File: config.mk
export PLATFORM = sky130hd
export DESIGN_NAME = alu_share_arb
export DESIGN_NICKNAME = d
export VERILOG_FILES = /design/src/rtl/alu_share_arb_pkg.sv /design/src/rtl/alu_share_arb_alu32_core.sv /design/src/rtl/alu_share_arb.sv
export SDC_FILE = /design/constraint.sdc
export NUM_CORES = 1
export LEC_CHECK = 0
export ABC_AREA = 1
export ABC_CLOCK_PERIOD_IN_PS = 4040
export CORE_AREA = 3 3 157 159
export CTS_CLUSTER_DIAMETER = 40
export CTS_CLUSTER_SIZE = 24
export DETAILED_ROUTE_END_ITERATION = 6
export DIE_AREA = 0 0 160 162
export PLACE_DENSITY = 0.79
export SETUP_SLACK_MARGIN = 0.3
export SYNTH_ARGS = -nofsm -noshare
export SYNTH_HDL_FRONTEND = slang
export SYNTH_SLANG_ARGS = --single-unit
File: constraint.sdc
create_clock -name clk -period 4.04 [get_ports clk]
set_input_delay 0.606 -clock clk [delete_from_list [all_inputs] [get_ports clk]]
set_output_delay 0.606 -clock clk [all_outputs]
set_load 0.005 [all_outputs]
File: src/rtl/alu_share_arb_pkg.sv
// Shared definitions for the two-requester ALU sharing block:
// op encodings, FSM state encoding and the default datapath width.
package alu_share_arb_pkg;

    localparam int DEFAULT_WIDTH = 32;

    localparam logic [2:0] ALU_AND = 3'b000;
    localparam logic [2:0] ALU_OR  = 3'b001;
    localparam logic [2:0] ALU_ADD = 3'b010;
    localparam logic [2:0] ALU_XOR = 3'b011;
    localparam logic [2:0] ALU_NOR = 3'b100;
    localparam logic [2:0] ALU_SRL = 3'b101;
    localparam logic [2:0] ALU_SUB = 3'b110;
    localparam logic [2:0] ALU_SLT = 3'b111;

    typedef enum logic [1:0] {
        IDLE = 2'b00,
        EXEC = 2'b01,
        RESP = 2'b10
    } state_t;

endpackage

File: src/rtl/alu_share_arb_alu32_core.sv
// Purely combinational ALU: bitwise logic, add/sub with signed overflow,
// logical right shift of B by A[4:0] and signed set-less-than.
module alu32_core
    import alu_share_arb_pkg::*;
#(
    parameter int WIDTH = DEFAULT_WIDTH
) (
    input  logic [2:0]       op,
    input  logic [WIDTH-1:0] a,
    input  logic [WIDTH-1:0] b,
    output logic [WIDTH-1:0] res,
    output logic             zero,
    output logic             ovf
);

    logic [WIDTH-1:0] and_bits;
    logic [WIDTH-1:0] or_bits;
    logic [WIDTH-1:0] xor_bits;
    logic [WIDTH-1:0] sum;
    logic [WIDTH-1:0] diff;
    logic [WIDTH-1:0] srl_res;
    logic             slt_bit;

    generate
        for (genvar gi = 0; gi < WIDTH; gi++) begin : g_logic
            assign and_bits[gi] = a[gi] & b[gi];
            assign or_bits[gi]  = a[gi] | b[gi];
            assign xor_bits[gi] = a[gi] ^ b[gi];
        end
    endgenerate

    assign sum     = a + b;
    assign diff    = a - b;
    assign srl_res = b >> a[4:0];
    assign slt_bit = $signed(a) < $signed(b);

    always_comb begin
        res = '0;
        ovf = 1'b0;
        case (op)
            ALU_AND: res = and_bits;
            ALU_OR:  res = or_bits;
            ALU_ADD: begin
                res = sum;
                ovf = (a[WIDTH-1] == b[WIDTH-1]) && (sum[WIDTH-1] != a[WIDTH-1]);
            end
            ALU_XOR: res = xor_bits;
            ALU_NOR: res = ~or_bits;
            ALU_SRL: res = srl_res;
            ALU_SUB: begin
                res = diff;
                ovf = (a[WIDTH-1] != b[WIDTH-1]) && (diff[WIDTH-1] != a[WIDTH-1]);
            end
            ALU_SLT: res = {{(WIDTH-1){1'b0}}, slt_bit};
            default: res = '0;
        endcase
    end

    assign zero = (res == '0);

endmodule

File: src/rtl/alu_share_arb.sv
// Round-robin arbiter sharing one registered ALU between two requesters.
// Sequence per operation: IDLE (grant) -> EXEC (compute) -> RESP (hold result).
module alu_share_arb
    import alu_share_arb_pkg::*;
#(
    parameter int WIDTH   = DEFAULT_WIDTH,
    parameter bit RR_INIT = 1'b0
) (
    input  logic             clk,
    input  logic             rst_n,
    input  logic [1:0]       req_valid,
    output logic [1:0]       req_ready,
    input  logic [2:0]       op0,
    input  logic [WIDTH-1:0] a0,
    input  logic [WIDTH-1:0] b0,
    input  logic [2:0]       op1,
    input  logic [WIDTH-1:0] a1,
    input  logic [WIDTH-1:0] b1,
    output logic [1:0]       resp_valid,
    input  logic [1:0]       resp_ready,
    output logic [WIDTH-1:0] res,
    output logic             zero,
    output logic             ovf,
    output logic             busy
);

    state_t           state_reg, state_next;
    logic             owner_reg;
    logic             ptr_reg;
    logic [2:0]       op_reg;
    logic [WIDTH-1:0] a_reg;
    logic [WIDTH-1:0] b_reg;
    logic [WIDTH-1:0] res_reg;
    logic             zero_reg;
    logic             ovf_reg;

    logic             win;
    logic             accept;
    logic             resp_done;
    logic [WIDTH-1:0] alu_res;
    logic             alu_zero;
    logic             alu_ovf;

    // A lone requester always wins; the pointer only breaks ties.
    assign win = (req_valid == 2'b11) ? ptr_reg : req_valid[1];

    alu32_core #(
        .WIDTH (WIDTH)
    ) u_core (
        .op   (op_reg),
        .a    (a_reg),
        .b    (b_reg),
        .res  (alu_res),
        .zero (alu_zero),
        .ovf  (alu_ovf)
    );

    always_comb begin
        state_next = state_reg;
        req_ready  = 2'b00;
        resp_valid = 2'b00;
        accept     = 1'b0;
        resp_done  = 1'b0;
        case (state_reg)
            IDLE: begin
                if (|req_valid) begin
                    req_ready[win] = 1'b1;
                    accept         = 1'b1;
                    state_next     = EXEC;
                end
            end
            EXEC: state_next = RESP;
            RESP: begin
                resp_valid[owner_reg] = 1'b1;
                if (resp_ready[owner_reg]) begin
                    resp_done  = 1'b1;
                    state_next = IDLE;
                end
            end
            default: state_next = IDLE;
        endcase
    end

    always_ff @(posedge clk or negedge rst_n) begin
        if (!rst_n) begin
            state_reg <= IDLE;
            owner_reg <= 1'b0;
            ptr_reg   <= RR_INIT;
            op_reg    <= '0;
            a_reg     <= '0;
            b_reg     <= '0;
            res_reg   <= '0;
            zero_reg  <= 1'b0;
            ovf_reg   <= 1'b0;
        end else begin
            state_reg <= state_next;
            if (accept) begin
                owner_reg <= win;
                op_reg    <= win ? op1 : op0;
                a_reg     <= win ? a1 : a0;
                b_reg     <= win ? b1 : b0;
            end
            if (state_reg == EXEC) begin
                res_reg  <= alu_res;
                zero_reg <= alu_zero;
                ovf_reg  <= alu_ovf;
            end
            // Hand priority to the other requester once a result is taken.
            if (resp_done) begin
                ptr_reg <= ~owner_reg;
            end
        end
    end

    assign res  = res_reg;
    assign zero = zero_reg;
    assign ovf  = ovf_reg;
    assign busy = (state_reg != IDLE);

endmodule
# [After elaboration in Yosys (flattened, before gate mapping)]
# Index checks and enable logic that the tools add are counted.
# W data, S select, Z words.
[word_totals] in_bits=140 rom_bits=0 latch_bits=0 ram_bits=0 mem_count=0 reg_bits=105
[op_classes] magnitude_cmp=5 n_div=0 n_reduce_logical=10 n_bitwise=98 shifts=1 add_sub_neg=2 mul=0 n_eq_ne=16 mux=22
[op_table] op="$pmux W32 S8" count=1
[op_table] op="$mux W32" count=2
[op_table] op="$add A32 B32 Y32" count=1
[op_table] op="$and A1 B1 Y1" count=32
[op_table] op="$logic_not A32 Y1" count=1
[op_table] op="$lt A32 B32 Y1" count=1
[op_table] op="$not A32 Y32" count=1
[op_table] op="$or A1 B1 Y1" count=32
[op_table] op="$shr A32 B5 Y32" count=1
[op_table] op="$sub A32 B32 Y32" count=1
[op_table] op="$xor A1 B1 Y1" count=32
[op_table] op="$eq A3 B3 Y1 const B" count=4
[op_table] op="$mux W2" count=5
[op_table] op="$mux W1" count=9
[op_table] op="$eq A3 B2 Y1 const B" count=2
[op_table] op="$pmux W2 S3" count=1
[op_table] op="$eq A2 B2 Y1 const B" count=2
[op_table] op="$logic_and A1 B1 Y1" count=4
[op_table] op="$lt A1 B2 Y1 const B" count=2
[op_table] op="$ne A2 B2 Y1 const B" count=2
[op_table] op="$eq A3 B1 Y1 const B" count=1
[op_table] op="$logic_not A3 Y1" count=1
[op_table] op="$mux W3" count=1
[op_table] op="$ne A1 B1 Y1" count=3
[op_table] op="10 further kinds" count=12

# [Logic depth before layout (Yosys ltp)]
# Gate-level depths: netlist (run 1).
[logic_depth] word_depth=8 ltp_mapped=23 ltp_nobuf=22

# [By module]
# From an unflattened synthesis (run 1), not the netlist that was laid out.
[hier_totals] cells_unflattened=2512 hier_area_um2=13960.9
[by_module_without_submodules] module="alu32_core" instances=1 area_each_um2=9004.9 seq_area_each_um2=0.0 cells_per_inst=1900
[by_module_without_submodules] module="alu_share_arb" instances=1 area_each_um2=4956.0 seq_area_each_um2=2627.5 cells_per_inst=612

# [Least setup slack after synthesis (run 1)]
# No wires, ideal clock.
[synth_timing] kind="reg-to-reg" start="register a_reg[2]" end="register zero_reg (netlist: zero)" path_stages_with_launch=21 path_buffers=1 arrival_ns=2.388 required_ns=3.974 path_slack_ns=1.587 cell_sequence="dfrtp_1 -> inv_2 -> buf_1 -> ha_1 -> inv_1 -> nand2_1 -> nand2_1 -> nand3_1 -> nand2_1 -> nand2_1 -> nand2_1 -> nand2_1 -> nand3_1 -> nand2_1 -> nand3_1 -> nand4_1 -> nor2_1 -> nand2_1 -> nor2_1 -> nand3_1 -> nand2_1"
[synth_via] elab_chain_cells=4
[synth_lines] element="start, declared" line_no="alu_share_arb.sv:31" source="logic [WIDTH-1:0] a_reg;"
[synth_lines] element="start signal, assigned" line_no="alu_share_arb.sv:100" source="a_reg <= win ? a1 : a0;"
[synth_lines] element="parallel branches: the longest is 2 deep, another holds $sub A32 B32 Y32"
[synth_lines] element="$pmux W32 S8 *" line_no="alu_share_arb_alu32_core.sv:40" source="case (op)"
[synth_lines] element="$logic_not A32 Y1 *" line_no="alu_share_arb_alu32_core.sv:59" source="assign zero = (res == '0);"
[synth_lines] element="end signal, assigned" line_no="alu_share_arb.sv:105" source="zero_reg <= alu_zero;"
[synth_lines] element="end, declared" line_no="alu_share_arb.sv:34" source="logic zero_reg;"
# Mark *: on every way between the ends.
# A chain may end at the register's enable or synchronous reset.

# [Worst setup path after layout (run 1)]
[layout_timing] start="register b_reg[1]" end="register zero_reg (netlist: zero)"
[layout_via] elab_chain_cells=4
[layout_lines] element="start, declared" line_no="alu_share_arb.sv:32" source="logic [WIDTH-1:0] b_reg;"
[layout_lines] element="start signal, assigned" line_no="alu_share_arb.sv:101" source="b_reg <= win ? b1 : b0;"
[layout_lines] element="parallel branches: the longest is 2 deep, another holds $sub A32 B32 Y32"
[layout_lines] element="$pmux W32 S8 *" line_no="alu_share_arb_alu32_core.sv:40"
[layout_lines] element="$logic_not A32 Y1 *" line_no="alu_share_arb_alu32_core.sv:59"
# Marked as above.

==> results.sh, run 1 <==
export IMPL_end_kind="flop"
export IMPL_cts_root_buf="clkbuf_16"
export IMPL_path_buf_inv=1
export IMPL_path_cells="inv_1 -> ha_1 -> o21ai_2 -> nand3_1 -> nand2_1 -> nand2_1 -> nand2_1 -> nand2_1 -> nand3_1 -> nand3b_1 -> nand2_1 -> nand2_1 -> nor2_1 -> nand3_1 -> nor2_1 -> nand3_1 -> nand2_1"
export IMPL_relSlewSlack_pct=49.8
export IMPL_grtUsageTotal_pct=41.3
export IMPL_cts_hold_buf=0
export IMPL_postCtsSetupBuffers=0
export IMPL_violations="design-rule violations"
export IMPL_critPathArrivalTime_ns=3.66
export IMPL_cp_required_ns=4.36
export IMPL_grt_pass1_wl_mm=83.2
export IMPL_syn_area_per_cell_um2=5.83
export IMPL_async_reset_ff_share_pct=100
export IMPL_hpwl_mm=44.2
export IMPL_layout_nets=2550
export IMPL_wl_per_cell_um=20.7
export IMPL_drt_wl_total_mm=54.5
export IMPL_tightest_slew_ns=0.752
export IMPL_clkSlewWorstSetupHoldPaths_ns=0.09
export IMPL_rr_worst_depth=17
export IMPL_crit_path_start="b_reg[1]"
export IMPL_yosysTopAreaCellShare_pct=22.3
export IMPL_finalHoldViolCount=0
export IMPL_rsz0062_at_grt="false"
export IMPL_crit_cells=17
export IMPL_io_buffer_count=178
export IMPL_cap_violations=0
export IMPL_setup_tns_final_ns=0
export IMPL_cts_tree="built"
export IMPL_dieHeight_um=162
export IMPL_setup_viol=0
export IMPL_hold_path_class="in2async"
export IMPL_cp_start_kind="flop"
export IMPL_cts_buffer_depth=2
export IMPL_viasPerCell=6.00
export IMPL_grt_pass1_vias=14800
export IMPL_cpMaxStageDelayCell="dfrtp_1"
export IMPL_timing_final_crit_share_pct=82.7
export IMPL_ys_seq_elements=105
export IMPL_num_io_pins=179
export IMPL_max_stage_delay_ns=0.44
export IMPL_fmax_mhz=299
export IMPL_crit_type="reg2reg"
export IMPL_synth_top_cell_by_area="nand2_1"
export IMPL_synth_nets=2429
export IMPL_drt_first_pass_iters=7
export IMPL_clk_latency_ns=0.38
export IMPL_die_area_mm2=0.0259
export IMPL_cts_max_level=3
export IMPL_core_mm2=0.0234
export IMPL_cpMostUsedCell="nand2_1"
export IMPL_synth_edff_count=0
export IMPL_ys_flop_type="dfrtp_1"
export IMPL_fp_row_count=56
export IMPL_numCtsBuffers=9
export IMPL_drive_above_1_share_pct=3.55
export IMPL_drtIter0Drc=2328
export IMPL_start_util_pct=54.5
export IMPL_slew_viol_final=0
export IMPL_syn2layout_area_growth_pct=17.4
export IMPL_cts_resized=0
export IMPL_ys_seq_area_share_pct=20.6
export IMPL_grt_max_degree=69
export IMPL_worstPathMaxFanout=5
export IMPL_syn_cell_area_mm2=0.0128
export IMPL_vias=15800
export IMPL_ant_nets=0
export IMPL_regToRegStartpoint="b_reg[1]"
export IMPL_die_w_um=160
export IMPL_synth_cell_types=40
export IMPL_yosys_warnings=0
export IMPL_grt_overflow=0
export IMPL_antenna_found_initial=2
export IMPL_r2r_slack_ns=0.70
export IMPL_timing_rr_end="zero"
export IMPL_gp_congestion=1.13
export IMPL_clock_skew_ns=0.0154
export IMPL_crit_path_end="zero"
export IMPL_final_min_clock_period_ns=3.34
export IMPL_syn_inst=2187
export IMPL_drc=18
export IMPL_ys_top_cells_by_area="nand2_1 (22%), dfrtp_1 (21%), nand3_1 (13%)"
export IMPL_outcome="complete, but fails checks"
export IMPL_cts_sinks=105
export IMPL_path_delay_family="simple AND/OR/NAND/NOR gates"
per-layer routing:
layer  vias to the layer above  GRT usage (%)  wire (um)  part of all wire (%)
met4                         0           15.0       2230                   4.1
li1                       7293              -          -                     -
met2                      1095           63.3      23100                    42
met5                         -              0          0                     0
met3                       151           8.39       6860                    13
met1                      7255           57.9      22300                    41
layout by cell type, fill, tap and decap left out, types with 2 or more instances in the layout:
master	Yosys	layout
inv_1	287	287
nor2_2	6	7
nand3_2	2	2
nor2_1	159	157
o22ai_1	3	3
clkbuf_16	0	9
buf_4	8	28
a21oi_2	3	3
nand4_1	31	31
nor3_1	18	18
clkdlybuf4s50_1	0	177
a211oi_1	12	12
a22oi_1	67	67
nand3b_1	9	9
nand3_1	321	321
inv_6	0	2
ha_1	100	100
and2_1	5	5
o21bai_1	11	11
dfrtp_1	105	105
fa_1	2	2
o211ai_1	13	13
o21ai_1	4	3
nand2_1	758	758
nand2_2	4	4
inv_8	0	2
o21a_1	2	2
xor2_1	3	3
or2_2	6	6
o21ai_0	89	89
a21oi_1	56	55
clkinv_8	0	2
inv_2	9	9
cell usage after synthesis (2+ instances only):
cell and number:
a211oi_1 12, a21oi_1 56, a21oi_2 3, a22oi_1 67
and2_1 5, buf_1 12, buf_2 38, buf_4 8
buf_6 9, clkbuf_1 27, dfrtp_1 105, fa_1 2
ha_1 100, inv_1 287, inv_2 9, nand2_1 758
nand2_2 4, nand3_1 321, nand3_2 2, nand3b_1 9
nand4_1 31, nor2_1 159, nor2_2 6, nor3_1 18
o211ai_1 13, o21a_1 2, o21ai_0 89, o21ai_1 4
o21bai_1 11, o22ai_1 3, or2_2 6, xor2_1 3
logic make-up (layout without fill, tap and decap cells):
group,Yosys count,count (layout),synth area share [%]
AO/OA/AOI/OAI,262,262,12.5
flip-flops,105,105,20.6
adder cells (fa/ha/maj),102,102,10.1
other,0,1,0
XOR/XNOR,3,3,0.206
AND/OR/NAND/NOR,1324,1324,43.9
buffers and inverters,391,517,12.6
how the worst min path moves through the flow:
stage                     endpoint  cells after the start
after floorplan           a_reg[0]                      0
after global placement     res[25]                      2
after detailed placement   res[28]                      2
after CTS                  res[31]                      1
after global routing       res[31]                      1
final                      res[31]                      1
stage by stage:
stage          setup slack [ns]  hold WS (ns)  instances  util, %  instance area, um^2
3_3_place_gp              0.831         0.463       2616     62.7                14700
6_report                  0.697         0.197       2633     64.0                15000
3_5_place_dp              0.825         0.471       2616     62.7                14700
5_1_grt                   0.422         0.249       2632     64.0                15000
4_1_cts                   0.770         0.233       2632     64.0                15000
2_1_floorplan              1.59         0.310       2187        -                12800
area by class of cell:
type	instances	area, um^2
antenna	1	2.50
timing repair buffer	205	1980
sequential	105	2630
multi-input combinational	1691	8550
tap	319	399
clock buffer	9	225
clock inverter	7	80.1
inverter	296	1110
fill	2276	8420
Power of run 1 is not shown: default switching activity piles up to over one toggle a cycle in this logic, so the estimate is an artifact.
==> inputs of run 2 (changes only) <==
Settings changed: ABC_CLOCK_PERIOD_IN_PS 4040 to 3100.
Clock period 4.04 ns to 3.1 ns, I/O delays scaled along.
==> results.sh, run 2 (synthesis gave the netlist of run 1 again) <==
export IMPL_grt_met3_usage_pct=13.4
export IMPL_cts_buffer_depth=2
export IMPL_grt_overflow=0
export IMPL_num_io_pins=179
export IMPL_finalHoldViolCount=0
export IMPL_fmax_mhz=351
export IMPL_numCtsBuffers=9
export IMPL_drt_first_pass_iters=7
export IMPL_fp_row_count=56
export IMPL_placed_area_mm2=0.0158
export IMPL_cts_tree="built"
export IMPL_path_buf_inv=6
export IMPL_layout_commonest_cell="nand2_1"
export IMPL_most_common_layout_cells="nand2_1 (720), nand3_1 (304), inv_1 (268)"
export IMPL_drtIter0Drc=2547
export IMPL_cts_max_level=3
export IMPL_cts_sinks=105
export IMPL_start_util_pct=54.5
export IMPL_hold_path_class="in2async"
export IMPL_die_area_mm2=0.0259
export IMPL_path_cells="buf_4 -> ha_4 -> inv_2 -> fa_2 -> inv_2 -> nand2_2 -> nand2_4 -> nand3_4 -> nand2_4 -> nand2_1 -> nand2_2 -> a21oi_2 -> o21ai_1 -> nand4_1 -> o22ai_2 -> buf_4 -> buf_4 -> buf_4 -> o21ai_0"
export IMPL_rsz0062_at_grt="true"
export IMPL_final_util_pct=72.3
export IMPL_antenna_found_initial=0
export IMPL_grtUsageMet1_pct=58.9
export IMPL_die_w_um=160
export IMPL_busiest_layer="met2"
export IMPL_worstPathMaxFanout=4
export IMPL_syn2layout_area_growth_pct=32.6
export IMPL_setup_viol=0
export IMPL_crit_type="reg2reg"
export IMPL_hpwl_mm=46.6
export IMPL_drt_wl_total_mm=57.9
export IMPL_path_delay_family="simple AND/OR/NAND/NOR gates"
export IMPL_outcome="complete, but fails checks"
export IMPL_cpMaxStageDelayCell="dfrtp_1"
export IMPL_drc=42
export IMPL_clk_latency_ns=0.37
export IMPL_io_buffer_count=178
export IMPL_drive_above_1_share_pct=16.5
export IMPL_cp_start_kind="flop"
export IMPL_core_mm2=0.0234
export IMPL_max_stage_delay_ns=0.39
export IMPL_ant_nets=0
export IMPL_grt_max_degree=69
export IMPL_grt_pass1_vias=15600
export IMPL_layout_nets=2716
export IMPL_vias=16800
export IMPL_wl_per_cell_um=20.7
export IMPL_gp_congestion=1.10
export IMPL_design_area_mm2=0.0169
export IMPL_cpMostUsedCell="buf_4"
export IMPL_violations="design-rule violations"
export IMPL_critPathArrivalTime_ns=3.08
export IMPL_regToRegStartpoint="a_reg[0]"
export IMPL_relSlewSlack_pct=51.6
export IMPL_cts_root_buf="clkbuf_16"
export IMPL_crit_path_start="a_reg[0]"
export IMPL_clkSlewWorstSetupHoldPaths_ns=0.09
export IMPL_grtUsageTotal_pct=43.0
export IMPL_viasPerCell=5.99
export IMPL_slew_viol_final=0
export IMPL_cp_required_ns=3.33
export IMPL_clock_skew_ns=0.00885
export IMPL_end_kind="flop"
export IMPL_timing_final_crit_share_pct=92.0
export IMPL_cap_violations=0
export IMPL_grt_use_met2_pct=64.5
export IMPL_grt_pass1_wl_mm=86.5
export IMPL_dieHeight_um=162
export IMPL_tightest_slew_ns=0.727
export IMPL_final_min_clock_period_ns=2.85
==> run 2: cell types whose count changed in the layout (fill, tap and decap cells not counted), sizes merged <==
cell and delta:
buf +166
==> run 2: repair_timing <==
item / CTS / global route
hold buffers: 0 / 0
resized for setup: 67 / 133
buffers inserted: 6 / 12
endpoints found under the setup margin: 2 / 6
pin swaps: 16 / 31
==> run 2: stage by stage <==
stage	worst slack, ns	TNS, ns	hold slack, ns	cells
finish	0.247	0	0.127	2799
global route	0.194	0	0.185	2798
CTS	0.301	0	0.153	2786
detailed placement	-0.0368	-0.0368	0.467	2764
global placement	-0.0279	-0.0279	0.464	2764
floorplan	0.647	0	0.169	2187
==> run 2: metal layers <==
layer / vias up / routed length (um)
li1: 7620 / -
met1: 7592 / 22100
met2: 1332 / 24100
met3: 232 / 8960
met4: 0 / 2740
met5: - / 0
==> run 2: final timing paths <==
kind	endpoint	slack, ns	cells after the start
min	res[19]	0.13	1
max reg2reg	res[10]	0.25	19
min in group clk	res[27]	0.49	2
max	res[10]	0.25	19
max in group asynchronous	b_reg[12]	2.18	2
min reg2reg	res[27]	0.49	2
==> run 2: worst register-to-register path, stage by stage (launching register included) <==
cell and delay, ns:
dfrtp_1 0.39, buf_4 0.15, ha_4 0.15, inv_2 0.05
fa_2 0.35, inv_2 0.07, nand2_2 0.07, nand2_4 0.13
nand3_4 0.10, nand2_4 0.09, nand2_1 0.06, nand2_2 0.15
a21oi_2 0.08, o21ai_1 0.09, nand4_1 0.18, o22ai_2 0.20
buf_4 0.15, buf_4 0.09, buf_4 0.10, o21ai_0 0.07
==> run 2: area by class of cell <==
type / instances / area, um^2
multi-input combinational: 1691 / 9190
fill: 2002 / 6480
timing repair buffer: 371 / 3270
sequential: 105 / 2640
inverter: 296 / 1110
tap: 319 / 399
clock buffer: 9 / 225
clock inverter: 7 / 77.6
antenna: 1 / 2.50
Power of run 2 is left out for the same reason.
